===== src/rtl/ex_stage_mc.sv =====
// ex_stage_mc: execute stage with valid/ready handshake, flush and iterative shift-add multiplier.
// Define EX_MULH_EN to add FS=01101 (high half of unsigned A*B) with a 2*DATA_W accumulator.
module ex_stage_mc #(
    parameter int DATA_W   = 32,
    parameter int SH_W     = 5,
    parameter int CTRL_W   = 12,
    parameter int MUL_BITS = 1
) (
    input  logic              CLOCK,
    input  logic              RESET,
    input  logic              in_valid,
    output logic              in_ready,
    input  logic              flush,
    input  logic [DATA_W-1:0] PC_in,
    input  logic [CTRL_W-1:0] CTRL_in,
    input  logic [4:0]        FS,
    input  logic [SH_W-1:0]   SH,
    input  logic [DATA_W-1:0] BUS_A,
    input  logic [DATA_W-1:0] BUS_B,
    output logic              out_valid,
    input  logic              out_ready,
    output logic [DATA_W-1:0] F,
    output logic              Z,
    output logic              C,
    output logic              N,
    output logic              V,
    output logic              VxorN,
    output logic [DATA_W-1:0] BrA,
    output logic [DATA_W-1:0] RAA,
    output logic [DATA_W-1:0] DATA_out,
    output logic [CTRL_W-1:0] CTRL_out
);
    localparam int ITER  = DATA_W / MUL_BITS;
    localparam int CNT_W = $clog2(ITER + 1);
`ifdef EX_MULH_EN
    localparam int ACC_W = 2 * DATA_W;
`else
    localparam int ACC_W = DATA_W;
`endif

    typedef enum logic [1:0] {EMPTY, BUSY, FULL} state_t;
    state_t state_q, state_d;
    logic [DATA_W-1:0] f_q, f_d, bra_q, bra_d, raa_q, raa_d, dout_q, dout_d, mplier_q, mplier_d;
    logic [ACC_W-1:0]  acc_q, acc_d, mcand_q, mcand_d, acc_step;
    logic [CNT_W-1:0]  cnt_q, cnt_d;
    logic [CTRL_W-1:0] ctrl_q, ctrl_d;
    logic z_q, z_d, c_q, c_d, n_q, n_d, v_q, v_d, vxn_q, vxn_d, mulh_q, mulh_d;
    logic is_add, is_sub, is_mul, is_mulh, accept, ld, rc, rv, alu_c, alu_v;
    logic [DATA_W-1:0] b_eff, alu_f, mul_res, res;
    logic [DATA_W:0]   sum;

    assign is_add = FS == 5'b00001;
    assign is_sub = FS == 5'b00010;
`ifdef EX_MULH_EN
    assign is_mulh = FS == 5'b01101;
`else
    assign is_mulh = 1'b0;
`endif
    assign is_mul = FS == 5'b01100 || is_mulh;
    assign b_eff  = is_sub ? ~BUS_B : BUS_B;
    assign sum    = {1'b0, BUS_A} + {1'b0, b_eff} + {{DATA_W{1'b0}}, is_sub};
    assign alu_c  = (is_add || is_sub) && sum[DATA_W];
    assign alu_v  = (is_add || is_sub) && (BUS_A[DATA_W-1] == b_eff[DATA_W-1])
                    && (sum[DATA_W-1] != BUS_A[DATA_W-1]);

    always_comb begin
        alu_f = '0;
        case (FS)
            5'b00000: alu_f = BUS_A;
            5'b00001, 5'b00010: alu_f = sum[DATA_W-1:0];
            5'b00011: alu_f = BUS_A & BUS_B;
            5'b00100: alu_f = BUS_A | BUS_B;
            5'b00101: alu_f = BUS_A ^ BUS_B;
            5'b00110: alu_f = ~BUS_A;
            5'b00111: alu_f = BUS_B;
            5'b01000: alu_f = BUS_A >> SH;
            5'b01001: alu_f = BUS_A << SH;
            5'b01010: alu_f = DATA_W'($signed(BUS_A) >>> SH);
            default:  alu_f = '0;
        endcase
    end

    // One shift-add iteration: add the shifted multiplicand for each of the low MUL_BITS multiplier bits.
    always_comb begin
        acc_step = acc_q;
        for (int i = 0; i < MUL_BITS; i++)
            if (mplier_q[i]) acc_step = acc_step + (mcand_q << i);
    end
    assign mul_res = mulh_q ? acc_step[ACC_W-1 -: DATA_W] : acc_step[DATA_W-1:0];

    assign in_ready = RESET && !flush && (state_q == EMPTY || (state_q == FULL && out_ready));
    assign accept   = in_valid && in_ready;

    always_comb begin
        state_d = state_q;
        f_d = f_q; bra_d = bra_q; raa_d = raa_q; dout_d = dout_q; ctrl_d = ctrl_q;
        z_d = z_q; c_d = c_q; n_d = n_q; v_d = v_q; vxn_d = vxn_q;
        acc_d = acc_q; mcand_d = mcand_q; mplier_d = mplier_q; cnt_d = cnt_q; mulh_d = mulh_q;
        ld = 1'b0; res = alu_f; rc = alu_c; rv = alu_v;
        if (flush) begin
            state_d = EMPTY;
        end else if (accept) begin
            bra_d  = PC_in + BUS_B;
            raa_d  = BUS_A;
            dout_d = BUS_B;
            ctrl_d = CTRL_in;
            if (is_mul) begin
                state_d  = BUSY;
                acc_d    = '0;
                mcand_d  = ACC_W'(BUS_A);
                mplier_d = BUS_B;
                cnt_d    = CNT_W'(ITER);
                mulh_d   = is_mulh;
            end else begin
                state_d = FULL;
                ld      = 1'b1;
            end
        end else if (state_q == FULL && out_ready) begin
            state_d = EMPTY;
        end else if (state_q == BUSY) begin
            acc_d    = acc_step;
            mcand_d  = mcand_q << MUL_BITS;
            mplier_d = mplier_q >> MUL_BITS;
            cnt_d    = cnt_q - CNT_W'(1);
            if (cnt_q == CNT_W'(1)) begin
                state_d = FULL;
                ld      = 1'b1;
                res     = mul_res;
                rc      = 1'b0;
                rv      = 1'b0;
            end
        end
        if (ld) begin
            f_d   = res;
            z_d   = res == '0;
            n_d   = res[DATA_W-1];
            c_d   = rc;
            v_d   = rv;
            vxn_d = rv ^ res[DATA_W-1];
        end
    end

    always_ff @(posedge CLOCK) begin
        if (!RESET) begin
            state_q <= EMPTY;
            f_q <= '0; bra_q <= '0; raa_q <= '0; dout_q <= '0; ctrl_q <= '0;
            z_q <= 1'b0; c_q <= 1'b0; n_q <= 1'b0; v_q <= 1'b0; vxn_q <= 1'b0;
            acc_q <= '0; mcand_q <= '0; mplier_q <= '0; cnt_q <= '0; mulh_q <= 1'b0;
        end else begin
            state_q <= state_d;
            f_q <= f_d; bra_q <= bra_d; raa_q <= raa_d; dout_q <= dout_d; ctrl_q <= ctrl_d;
            z_q <= z_d; c_q <= c_d; n_q <= n_d; v_q <= v_d; vxn_q <= vxn_d;
            acc_q <= acc_d; mcand_q <= mcand_d; mplier_q <= mplier_d; cnt_q <= cnt_d; mulh_q <= mulh_d;
        end
    end

    assign out_valid = state_q == FULL;
    assign F         = f_q;
    assign Z         = z_q;
    assign C         = c_q;
    assign N         = n_q;
    assign V         = v_q;
    assign VxorN     = vxn_q;
    assign BrA       = bra_q;
    assign RAA       = raa_q;
    assign DATA_out  = dout_q;
    assign CTRL_out  = ctrl_q;
endmodule

===== config.mk =====
export PLATFORM = sky130hd
export DESIGN_NAME = ex_stage_mc
export DESIGN_NICKNAME = d
export VERILOG_FILES = /design/src/rtl/ex_stage_mc.sv
export SDC_FILE = /design/constraint.sdc
export NUM_CORES = 1
export LEC_CHECK = 0
export ABC_AREA = 1
export CAP_MARGIN = 10
export CORE_MARGIN = 10
export CORE_UTILIZATION = 50
export CTS_CLUSTER_DIAMETER = 50
export CTS_CLUSTER_SIZE = 8
export DETAILED_ROUTE_END_ITERATION = 8
export GPL_ROUTABILITY_DRIVEN = 0
export HOLD_SLACK_MARGIN = 0.15
export PLACE_DENSITY_LB_ADDON = 0.25
export SETUP_SLACK_MARGIN = 0.15
export SYNTH_ARGS = -nofsm -noshare
export SYNTH_HDL_FRONTEND = slang
export SYNTH_SLANG_ARGS = --single-unit

===== constraint.sdc =====
create_clock -name CLOCK -period 6.9 [get_ports CLOCK]
set_input_delay 1.38 -clock CLOCK [delete_from_list [all_inputs] [get_ports CLOCK]]
set_output_delay 1.38 -clock CLOCK [all_outputs]
set_load 0.01 [all_outputs]

==> flow_summary.toml <==
[sta]
rsz0062_at_grt = "no"
tightest_slew_ns = 1.07
tns_ns = 0
finalSetupViolCount = 0
finalHoldViolations = 0
finClkSkew_ns = 0.0181
fmax_ghz = 0.186
slew_headroom = 0.285
drv_slew = 0
period_share = 0.779
period_minus_slack_ns = 5.37

[setup_path]
slowest_delay_ns = 0.64
crit_chain = "clkdlybuf4s50_1 > nor2_2 > nand3_2 > buf_4 > buf_4 > xor2_1 > ha_1 > nand2_1 > nor2_1 > inv_1 > nor2_1 > nand4_1 > nand2_1 > nand2_1 > nand3_1 > nand3_1 > a21oi_1 > nand3_1 > nor2_1 > nand4_1 > a21oi_1"
crit_path_max_fanout = 23
crit_path_top_delay_cell = "clkdlybuf4s50_1"
cp-start-kind = "primary input"
cp_top_family = "simple AND/OR/NAND/NOR gates"
end_kind = "register"
critPathBufInv = 4
worst_ep_required_time_ns = 7.37
arrival_ns = 5.85
worstSetupPathType = "in2reg"

[yosys]
synth_top_area_cell = "dfxtp_1"
synth_top_area_frac = 0.226
avgSynthCellArea_um2 = 6.07
async_flop_share = 0
synth_edf_count = 0
synthTopCellsByArea = "dfxtp_1 (23%), nand2_1 (15%), ha_1 (9.5%)"
ys_ff_latch = 248
syn_area_um2 = 21900
synth_flop_cell = "dfxtp_1"
synthesis.nets = 3904
yosysSeqAreaShare = 0.226
yosysWarnings = 0
synth_cell_types = 55
netlist_instances = 3611

[clock_tree]
cts_buffers = 39
ctsResizeCount = 0
cts_sinks = 248
clk_pin_slew_ns = 0.05
postCtsSetupRepairBufs = 0
cts_max_level = 2
insertion_delay_ns = 0.56
cts_buffer_depth = 3
cts_tree = "built"
clockRootBuffer = "clkbuf_16"
cts_hold_buf = 0

[routing]
routedWlPerCell_um = 21.1
dr_wl_met2_um = 37600
via_count = 26000
finalWirelength_um = 92300
top_layer_used = "met4"
ant_nets = 0
drcViolationCount = 0
drt_pass1_iterations = 7
drt-initial-drc-count = 3295
met3WireLength_um = 12100
routedLengthMet1_um = 35700
via_per_inst = 5.95

[die]
ios = 270
rows = 76
die_w_um = 229
dieArea_um2 = 52600
start_util = 0.507
die_y_um = 229
core-area_um2 = 43300

[cells_and_area]
final_cell_mix = "nand2_1 (876), nor2_1 (443), nand3_1 (394)"
fillers = 4247
finalNetCount = 4070
area_growth_pct = 18.3
fin_cells = 4374
final_common_cell = "nand2_1"
drive_above_1_share = 0.0425

[global_routing]
grt_usage = 0.331
grt_max_degree = 110
grt_pass1_vias = 23700
grt_pass1_wl_um = 138000
antenna_found_initial = 1
grt-ovfl-total = 0

[placement]
dp.cells = 4321
hpwl_um = 70600
io_buffers = 269

[power]
irDropWorstVdd_mv = 0.188
leakage_nw = 12.0
powerDensity_nw_per_um2 = 169

[outcome]
status = "finished clean"

[job]
cap_violations = 0

[worst_hold_path]
min_path_type = "reg2reg"
==> path summary, 6_finish.rpt <==
path | from | endpoint | slack [ns] | depth (start not counted)
setup / recovery | FS[0] | Z | 1.53 | 21
hold / removal | DATA_out[0] | DATA_out[0] | 0.46 | 2
setup reg to reg | state_q[1] | Z | 3.13 | 19
hold reg to reg | DATA_out[0] | DATA_out[0] | 0.46 | 2
==> layout make-up <==
| cell class | instances | area [um^2] | share of cell area |
|---|---|---|---|
| sequential | 248 | 4960 | 0.191 |
| clock buffer | 44 | 1000 | 0.0387 |
| multi-input combinational | 2838 | 14900 | 0.575 |
| antenna | 1 | 2.50 | 0.0000965 |
| tap | 585 | 732 | 0.0282 |
| inverter | 351 | 1320 | 0.0509 |
| timing repair buffer | 299 | 2900 | 0.112 |
| clock inverter | 8 | 108 | 0.00415 |
==> cell families (layout without fill, tap and decap cells) <==
family,Yosys count,count (layout),share of synthesized area
xor gates and xnor gates,71,71,0.0283
muxes,1,1,0.000456
adders and majority gates,170,170,0.0980
and+or+nand+nor,1886,1886,0.365
other,0,1,0
buffers and inverters,525,702,0.0954
AOI/OAI and AO/OA,710,710,0.187
DFF,248,248,0.226
==> synth_stat cells (12+ instances only) <==
| cell type | n |
|---|---|
| inv_2 | 16 |
| o21bai_1 | 12 |
| buf_1 | 20 |
| dfxtp_1 | 248 |
| clkbuf_1 | 96 |
| inv_1 | 335 |
| nor2_1 | 447 |
| a21oi_1 | 275 |
| nand4_1 | 44 |
| nand3_1 | 394 |
| nand3b_1 | 13 |
| nor3_1 | 39 |
| o21ai_0 | 242 |
| or2_2 | 28 |
| o21ai_1 | 16 |
| buf_2 | 46 |
| nand2_1 | 877 |
| ha_1 | 167 |
| o211ai_1 | 38 |
| a221oi_1 | 67 |
| xor2_1 | 62 |
==> worst register-to-register path: stages (launching register included) <==
cell	delay, ns
dfxtp_1	0.32
inv_1	0.06
nor2_1	0.09
nor2_1	0.04
nand2_1	0.13
nor2_4	0.06
nand2_2	0.05
buf_4	0.56
inv_1	0.25
a21oi_1	0.23
nand2_1	0.59
a21oi_1	0.48
nand2_1	0.10
nor2_1	0.16
nand4_1	0.11
nor2_1	0.10
nand2_1	0.08
nor2_1	0.09
nand4_1	0.08
a21oi_1	0.12
==> where the power goes <==
group          switching [W]  total, W  internal (W)
Combinational       0.000745   0.00114      0.000390
Sequential         0.0000233   0.00150       0.00148
Clock               0.000678   0.00174       0.00106
==> through the flow <==
step	cell area [um^2]	worst slack, ns	util	total power (W)	hold WS [ns]
finish	25900	1.53	0.600	0.00438	0.460
global route	25900	1.30	0.600	0.00454	0.494
CTS	25900	1.76	0.600	0.00435	0.462
detailed placement	24800	1.22	0.574	0.00261	0.452
global placement	24800	1.22	0.574	0.00261	0.449
floorplan	21900	2.77	-	0.00218	0.439
==> state kept, by name (all words and copies together) (netlist names) <==
register and flops:
BrA 32, VxorN 1, RAA 32, mcand_q 32
V 1, CTRL_out 12, C 1, cnt_q 6
mplier_q 32, F 32, state_q 2, acc_q 32
DATA_out 32, Z 1
==> routing by layer <==
| layer | vias to the layer above | GRT usage |
|---|---|---|
| met5 | - | 0.00189 |
| met4 | 0 | 0.222 |
| met2 | 1723 | 0.478 |
| met3 | 361 | 0.105 |
| li1 | 12400 | - |
| met1 | 11500 | 0.415 |
(Power assumes the default switching activity.)
